==> config.mk <==
export PLATFORM = sky130hd
export DESIGN_NAME = synapse_scheduler
export DESIGN_NICKNAME = d
export VERILOG_FILES = /design/src/rtl/snn_sched_pkg.sv /design/src/rtl/evt_fifo.sv /design/src/rtl/synapse_scheduler.sv
export SDC_FILE = /design/constraint.sdc
export NUM_CORES = 1
export LEC_CHECK = 0
export BUFFER_PORTS_ARGS = -buffer_cell sky130_fd_sc_hd__buf_2
export CORE_MARGIN = 2
export CORE_UTILIZATION = 60
export DETAILED_ROUTE_END_ITERATION = 7
export GPL_TIMING_DRIVEN = 0
export PLACE_DENSITY = 0.82
export SLEW_MARGIN = 20
export SYNTH_ARGS = -nofsm -noshare
export SYNTH_HDL_FRONTEND = slang
export SYNTH_SLANG_ARGS = --single-unit
export TNS_END_PERCENT = 1
==> constraint.sdc <==
create_clock -name clk -period 5.1 [get_ports clk]
set_clock_uncertainty 0.05 [all_clocks]
set_input_delay 0 -clock clk [delete_from_list [all_inputs] [get_ports clk]]
set_output_delay 0 -clock clk [all_outputs]
set_load 0.005 [all_outputs]
==> src/rtl/snn_sched_pkg.sv <==
// Shared types for the synapse scheduler: FSM states and the queued event record.
package snn_sched_pkg;

  // Widest source id an event record can carry; the scheduler keeps only the low SW bits.
  localparam int unsigned MaxSrcW = 16;

  typedef enum logic [1:0] {
    StIdle,
    StArm,
    StFire,
    StDone
  } sched_state_e;

  typedef struct packed {
    logic [MaxSrcW-1:0] src_id;
    logic               is_post;
  } evt_t;

endpackage

==> src/rtl/evt_fifo.sv <==
// Synchronous FIFO with a registered occupancy count. Depth must be a power of two >= 2.
module evt_fifo #(
  parameter int unsigned Width = 8,
  parameter int unsigned Depth = 8
) (
  input  logic             clk,
  input  logic             rst_n,
  input  logic             push,
  input  logic [Width-1:0] wdata,
  input  logic             pop,
  output logic [Width-1:0] rdata,
  output logic             full,
  output logic             empty
);

  localparam int unsigned PtrW = $clog2(Depth);
  localparam int unsigned CntW = $clog2(Depth + 1);

  logic [Width-1:0] mem_q [Depth];
  logic [PtrW-1:0]  wr_ptr_q, rd_ptr_q;
  logic [CntW-1:0]  count_q;
  logic             do_push, do_pop;

  assign full    = (count_q == CntW'(Depth));
  assign empty   = (count_q == '0);
  assign do_push = push && !full;
  assign do_pop  = pop && !empty;
  assign rdata   = mem_q[rd_ptr_q];

  // Storage array; contents are don't-care until written, so it carries no reset.
  always_ff @(posedge clk) begin
    if (do_push) mem_q[wr_ptr_q] <= wdata;
  end

  // Pointers wrap naturally; simultaneous push and pop leave the count unchanged.
  always_ff @(posedge clk or negedge rst_n) begin
    if (!rst_n) begin
      wr_ptr_q <= '0;
      rd_ptr_q <= '0;
      count_q  <= '0;
    end else begin
      if (do_push) wr_ptr_q <= wr_ptr_q + PtrW'(1);
      if (do_pop)  rd_ptr_q <= rd_ptr_q + PtrW'(1);
      if (do_push && !do_pop)      count_q <= count_q + CntW'(1);
      else if (do_pop && !do_push) count_q <= count_q - CntW'(1);
    end
  end

endmodule

==> src/rtl/synapse_scheduler.sv <==
// Sweeps the FAN_OUT synapses of each queued source neuron, strobing the synaptic core
// and, for pre-synaptic events, returning the saturated sum of the read efficacies.
module synapse_scheduler
  import snn_sched_pkg::*;
#(
  parameter int unsigned N_SYNAPSES   = 8192,
  parameter int unsigned FAN_OUT      = 64,
  parameter int unsigned EVT_DEPTH    = 8,
  parameter int unsigned WEIGHT_WIDTH = 16,
  parameter int unsigned ACC_WIDTH    = 24,
  localparam int unsigned SW          = $clog2(N_SYNAPSES / FAN_OUT),
  localparam int unsigned AW          = $clog2(N_SYNAPSES)
) (
  input  logic                           clk,
  input  logic                           rst_n,
  input  logic                           evt_valid,
  output logic                           evt_ready,
  input  logic [SW-1:0]                  evt_src_id,
  input  logic                           evt_is_post,
  output logic                           res_valid,
  input  logic                           res_ready,
  output logic signed [ACC_WIDTH-1:0]    res_sum,
  output logic [SW-1:0]                  res_src_id,
  output logic [AW-1:0]                  syn_addr,
  output logic                           syn_cs,
  output logic                           pre_spike,
  output logic                           post_spike,
  input  logic signed [WEIGHT_WIDTH-1:0] efficacy_in,
  output logic                           busy
);

  localparam int unsigned IW   = $clog2(FAN_OUT);
  localparam int unsigned SumW = ((ACC_WIDTH > WEIGHT_WIDTH) ? ACC_WIDTH : WEIGHT_WIDTH) + 1;
  localparam logic signed [SumW-1:0] AccMax = SumW'({1'b0, {(ACC_WIDTH - 1){1'b1}}});
  localparam logic signed [SumW-1:0] AccMin = ~AccMax;

  sched_state_e                 state_q, state_d;
  logic [SW-1:0]                src_q, src_d;
  logic                         is_post_q, is_post_d;
  logic [IW-1:0]                idx_q, idx_d;
  logic signed [ACC_WIDTH-1:0]  acc_q, acc_d, acc_sat;
  logic signed [SumW-1:0]       sum_wide;

  evt_t push_data, head_evt;
  logic fifo_full, fifo_empty, fifo_pop;
  logic unused_head;

  assign push_data.src_id  = MaxSrcW'(evt_src_id);
  assign push_data.is_post = evt_is_post;
  assign evt_ready         = !fifo_full;
  assign busy              = (state_q != StIdle) || !fifo_empty;
  // Upper src_id bits of the record are padding beyond SW.
  assign unused_head       = ^head_evt;

  evt_fifo #(
    .Width($bits(evt_t)),
    .Depth(EVT_DEPTH)
  ) u_evt_fifo (
    .clk  (clk),
    .rst_n(rst_n),
    .push (evt_valid),
    .wdata(push_data),
    .pop  (fifo_pop),
    .rdata(head_evt),
    .full (fifo_full),
    .empty(fifo_empty)
  );

  // Saturating add evaluated wide enough that neither operand can overflow before clamping.
  always_comb begin
    sum_wide = SumW'(acc_q) + SumW'(efficacy_in);
    if (sum_wide > AccMax)      acc_sat = AccMax[ACC_WIDTH-1:0];
    else if (sum_wide < AccMin) acc_sat = AccMin[ACC_WIDTH-1:0];
    else                        acc_sat = sum_wide[ACC_WIDTH-1:0];
  end

  // Next-state and outputs; the address is {src, idx} so it can never leave the block.
  always_comb begin
    state_d    = state_q;
    src_d      = src_q;
    is_post_d  = is_post_q;
    idx_d      = idx_q;
    acc_d      = acc_q;
    fifo_pop   = 1'b0;
    syn_addr   = '0;
    syn_cs     = 1'b0;
    pre_spike  = 1'b0;
    post_spike = 1'b0;
    res_valid  = 1'b0;
    res_sum    = '0;
    res_src_id = '0;
    unique case (state_q)
      StIdle: begin
        if (!fifo_empty) begin
          fifo_pop  = 1'b1;
          src_d     = head_evt.src_id[SW-1:0];
          is_post_d = head_evt.is_post;
          idx_d     = '0;
          acc_d     = '0;
          state_d   = StArm;
        end
      end
      StArm: begin
        syn_addr = AW'({src_q, idx_q});
        state_d  = StFire;
      end
      StFire: begin
        syn_addr   = AW'({src_q, idx_q});
        syn_cs     = 1'b1;
        pre_spike  = !is_post_q;
        post_spike = is_post_q;
        if (!is_post_q) acc_d = acc_sat;
        if (idx_q == IW'(FAN_OUT - 1)) begin
          state_d = is_post_q ? StIdle : StDone;
        end else begin
          idx_d   = idx_q + IW'(1);
          state_d = StArm;
        end
      end
      StDone: begin
        res_valid  = 1'b1;
        res_sum    = acc_q;
        res_src_id = src_q;
        if (res_ready) state_d = StIdle;
      end
      default: state_d = StIdle;
    endcase
  end

  // State, latched event, sweep index and accumulator.
  always_ff @(posedge clk or negedge rst_n) begin
    if (!rst_n) begin
      state_q   <= StIdle;
      src_q     <= '0;
      is_post_q <= 1'b0;
      idx_q     <= '0;
      acc_q     <= '0;
    end else begin
      state_q   <= state_d;
      src_q     <= src_d;
      is_post_q <= is_post_d;
      idx_q     <= idx_d;
      acc_q     <= acc_d;
    end
  end

endmodule
* After elaboration in Yosys (flattened, before gate mapping)
Memories as Yosys holds them, arrays and structs flattened. A register that Yosys moved wholly into a read port is not among the register bits. Index checks and enable logic that the tools add are counted. W data, S select, Z words.
Storage, ports and cells: register bits 42, RAM bits 64, input port bits 28, output and inout bits 50, word-level logic and storage cells 72, memories 1
Memories:
- u_evt_fifo.mem_q | depth 8, bits a word 8, rd ports 1, clocked after Yosys merged registers in 1, write ports 1, line evt_fifo.sv:19 | logic [Width-1:0] mem_q [Depth];
Operators by class: $add $sub $neg 6, order comparisons 2, equal/unequal tests 9, muxes and demuxes 26, bitwise operators 1, reduce and logical (&&, ||, !) cells 21
Operators by type and width (count):
- $mux W24 | 5
- $pmux W24 S2 | 1
- $add A24 B16 Y25 | 1
- $gt A25 B24 Y1 const B | 1
- $lt A25 B24 Y1 const B | 1
- $mux W13 | 1
- $mux W6 | 2
- $pmux W6 S2 | 1
- $mux W1 | 8
- $mux W2 | 4
- $mux W4 | 2
- $ne A2 B2 Y1 const B | 4
- $pmux W2 S4 | 1
- $mux W7 | 1
- $add A3 B1 Y3 const B | 2
- $add A6 B1 Y6 const B | 1
- $eq A6 B6 Y1 const B | 1
- $logic_not A1 Y1 | 6
- $reduce_and A3 Y1 | 2
- $reduce_bool A2 Y1 | 3
- $add A4 B1 Y4 const B | 1
- $eq A2 B2 Y1 const B | 2
- $eq A4 B4 Y1 const B | 1
- $logic_and A1 B1 Y1 | 4
- 8 further kinds | 9

* Longest topological paths before layout
depth in word-level cells 7, gate-level depth with buffers 13, gate-level depth less buffers 12

* Cells and area by module
A second synthesis with hierarchy kept.
Unflattened totals: cell total of the unflattened synthesis 645, area total of the unflattened synthesis 9281.4 um^2
Modules (own cells, without submodules):
- evt_fifo | times used 1, cells each 261, area an instance 5858.1 um^2, seq. area each 4334.2 um^2
- synapse_scheduler | times used 1, cells each 384, area an instance 3423.3 um^2, seq. area each 1001.0 um^2

* Worst setup path after synthesis
Ideal clock, no wire load.
path type flip-flop to flip-flop, start register u_evt_fifo.count_q[0], end register u_evt_fifo.count_q[3], library setup time 0.125 ns, arrival time 2.556 ns, required time 4.925 ns, path slack 2.369 ns, cell stages (with the launch flop) 13, path buffers 1, period minus slack after synthesis 2.731 ns, cells stage by stage dfrtp_1 nor4_1 nand2_1 nand2_1 clkbuf_1 ha_1 inv_1 ha_1 a21o_1 a21oi_1 xnor2_1 nor2_1 xor2_1
On the way: cells in the longest elaborated chain, start to end 7, elaborated cells on any way between the ends 17, classes of those cells add/sub (2); eq/ne (1); mux (4); reduce/logical (10)
Ends and longest elaborated chain:
- from (decl) | line evt_fifo.sv:21 | logic [CntW-1:0] count_q;
- from (signal assigned) | line evt_fifo.sv:44 | if (do_push && !do_pop) count_q <= count_q + CntW'(1);
- from (signal assigned) | line evt_fifo.sv:45 | else if (do_pop && !do_push) count_q <= count_q - CntW'(1);
- $logic_not A4 Y1 | line evt_fifo.sv:25 | assign empty = (count_q == '0);
- $mux W1 | line synapse_scheduler.sv:94 | if (!fifo_empty) begin
- $mux W1 | line synapse_scheduler.sv:92 | unique case (state_q)
- $logic_and A1 B1 Y1 | line evt_fifo.sv:27 | assign do_pop = pop && !empty;
- $logic_not A1 Y1 | line evt_fifo.sv:44
- $logic_and A1 B1 Y1 | line evt_fifo.sv:44
- $mux W4 / $reduce_bool A2 Y1 (equally long branches)
Parallel ways exist; a longest one is shown, timed or not. The select of a mux whose other input is x is not followed. A chain may end at the register's enable or synchronous reset.

* Final worst setup path
Ends and elaborated chain as after synthesis.

==> results.yml <==
run_status:
  status: "finished, violations left"
  violations: "negative hold slack"
clocking:
  clkLatencyLatePin_ps: 530
  root_buffer: "clkbuf_8"
  cts_buffer_depth: 2
  cts.sinks: 114
  cts_tree: "built"
  htree_num_levels: 4
  clk_pin_slew_worst_paths_ps: 60
  cts_made_buffers: 17
worst_setup_path:
  crit_family: "simple AND/OR/NAND/NOR gates"
  path_max_fanout: 10
  cp.required_ps: 5460
  start_kind: "flip-flop"
  slowest_delay_ps: 610
  cp_cell_sequence: "nor4_1, nand2_1, nand2_1, clkbuf_1, ha_1, inv_1, ha_1, a21o_1, a21oi_1, xnor2_1, nor2_1, xor2_1"
  criticalPathCategory: "flip-flop to flip-flop"
  cp-end-kind: "flip-flop"
  crit_arrival_ps: 3960
  critPathSlowestCell: "nor4_1"
  critPathBufInv: 2
detailed_routing:
  vias: 4747
  first_pass_iters: 5
  drc: 0
  wl_per_cell_um: 19.0
  drt-total-wl_mm: 14.8
  dr.first_iter.drc_count: 419
  drtAntennaViolNets: 0
  via_per_inst: 6.09
die:
  fp.dieH_um: 106
  die_w_um: 106
  rows: 37
  num_io_pins: 78
  core_area_sq_mm: 0.0102
  die-area_sq_mm: 0.0113
  start_util_pct: 61.2
final_layout:
  layout-drive-gt1-share_pct: 23.2
  n_antenna_cell: 0
  final_common_cell: "buf_2"
  fin_nets: 694
  final_cell_mix: "buf_2 (81), edfxtp_1 (64), and2_1 (52), dfrtp_1 (50), ha_1 (34)"
  area_delta_synth_final_pct: 19.9
placement:
  gp_congestion: 0.911
  portBuffers: 77
  hpwl_mm: 9.84
timing:
  fin_crit_sh_pct: 70.6
  setup_violations: 0
  max_freq_mhz: 278
  rsz0062_at_grt: "no"
  hold_violations: 7
  setup_tns_ps: 0
  finalCriticalPeriod_ps: 3600
  hold_slack_ps: -5.45
  slew-limit-headroom_pct: 35.4
  worstMarginPinSlew_ps: 966
  slew_viol_final: 0
synth:
  synth_flop_cell: "edfxtp_1"
  synthArstFlopShare_pct: 43.9
  synth.avg_cell_area_sq_um: 12.0
  ys_ff_latch: 114
  ys_types: 59
  synth_area_sq_mm: 0.00626
  synthCells: 520
  synthesis.nets: 584
  synth_edf_count: 64
  yosysSeqAreaShare_pct: 50.7
  ys.warnings.count: 0
power:
  ir_drop_uv: 328
  power.total_uw: 3960
  p_leak_uw: 0.00312
  p_per_area_mw_per_mm2: 528
global_route:
  grt_max_degree: 51
  grt_use_total_pct: 27.7
  antenna_found_initial: 0
  grt_overflow: 0
  grt_pass1_vias: 4606
  grt_pass1_wl_mm: 23.9
hold_path:
  holdCritPathClass: "primary input to async pin"
run:
  cap_violations: 0
==> cells by family (layout without fill, tap and decap cells) <==
family	count (synthesis)	in the layout	synth area share, %
AOI/OAI and AO/OA	132	132	15.2
and+or+nand+nor	149	149	12.8
muxes	27	27	7.57
DFF	114	114	50.7
buffers and inverters	35	158	2.56
xor gates and xnor gates	27	27	3.78
adders and majority gates	36	36	7.43
==> state kept, by name, indices dropped and copies added (netlist names) <==
signal	flops
u_evt_fifo.rd_ptr_q	3
src_q	7
state_q	2
idx_q	6
acc_q	24
u_evt_fifo.count_q	4
is_post_q	1
u_evt_fifo.wr_ptr_q	3
u_evt_fifo.mem_q	64
==> per-stage QoR <==
stage	setup slack, ps	area [sq um]	hold WS, ps	cells	utilization (%)
2_1_floorplan	2370	6260	-346	520	-
4_1_cts	1570	7510	0.0329	779	73.4
6_report	1500	7510	-5.45	779	73.4
3_3_place_gp	1670	6820	209	733	66.6
3_5_place_dp	1630	6830	29.1	733	66.7
5_1_grt	1320	7510	49.1	779	73.4
==> layout make-up <==
cell class	instances	area, sq um
plain buffers	23	115
clock buffers	17	414
clock inverters	15	124
fillers	650	2720
inverters	12	45.0
multi-input cells	371	2940
flip-flops and latches	114	3170
well taps	136	170
repair buffers	91	528
==> where the power goes <==
group,total (uW),leakage [uW],switching [uW],internal (uW)
sequential,1340,0.00118,141,1200
clock,1090,0.000257,481,609
combinational,1540,0.00168,834,702
==> worst reg2reg max path: cells and delay by family (launching register included) <==
kind / cells / cell delay (ps)
AO/OA/AOI/OAI: 2 / 350
XOR/XNOR: 2 / 310
adder cells (fa/ha/maj): 2 / 570
buffers and inverters: 2 / 550
flip-flops: 1 / 450
AND/OR/NAND/NOR: 4 / 1210
==> cells in the mapped netlist, types with 10 or more instances <==
cell       n  area (sq um)
o21ai_0   26           130
xnor2_1   19           166
clkbuf_1  13          48.8
a21oi_1   27           135
nand3_1   10          50.1
mux4_2    16           360
a221o_1   20           200
inv_1     12          45.0
edfxtp_1  64          1920
nand2_1   33           124
and2_1    52           325
ha_1      34           425
dfrtp_1   50          1250
nor2_1    22          82.6
==> routing by layer <==
layer,up-vias,wire length (um),global-route usage (%)
li1,2193,-,-
met1,2317,6220,37.0
met3,31,1020,6.25
met5,-,0,0
met2,206,7240,44.9
met4,0,347,9.77
==> worst paths after layout <==
| path | slack [ps] | depth (start not counted) | endpoint | from |
|---|---|---|---|---|
| max in group asynchronous | 4550 | 2 | u_evt_fifo.count_q[1] | rst_n |
| max | 1500 | 12 | u_evt_fifo.count_q[3] | u_evt_fifo.count_q[0] |
| min in group clk | 0 | 4 | u_evt_fifo.wr_ptr_q[0] | evt_valid |
| min | -5 | 2 | acc_q[13] | rst_n |
| min reg2reg | 440 | 2 | src_q[0] | src_q[0] |
| max reg2reg | 1500 | 12 | u_evt_fifo.count_q[3] | u_evt_fifo.count_q[0] |
==> timing repair <==
item | 4_1_cts | 5_1_grt
hold buffers | 14 | 0
gates resized for setup | 0 | 0
endpoints found under the hold margin | 120 | 0
setup buffers | 0 | 0
(Power assumes the default switching activity.)
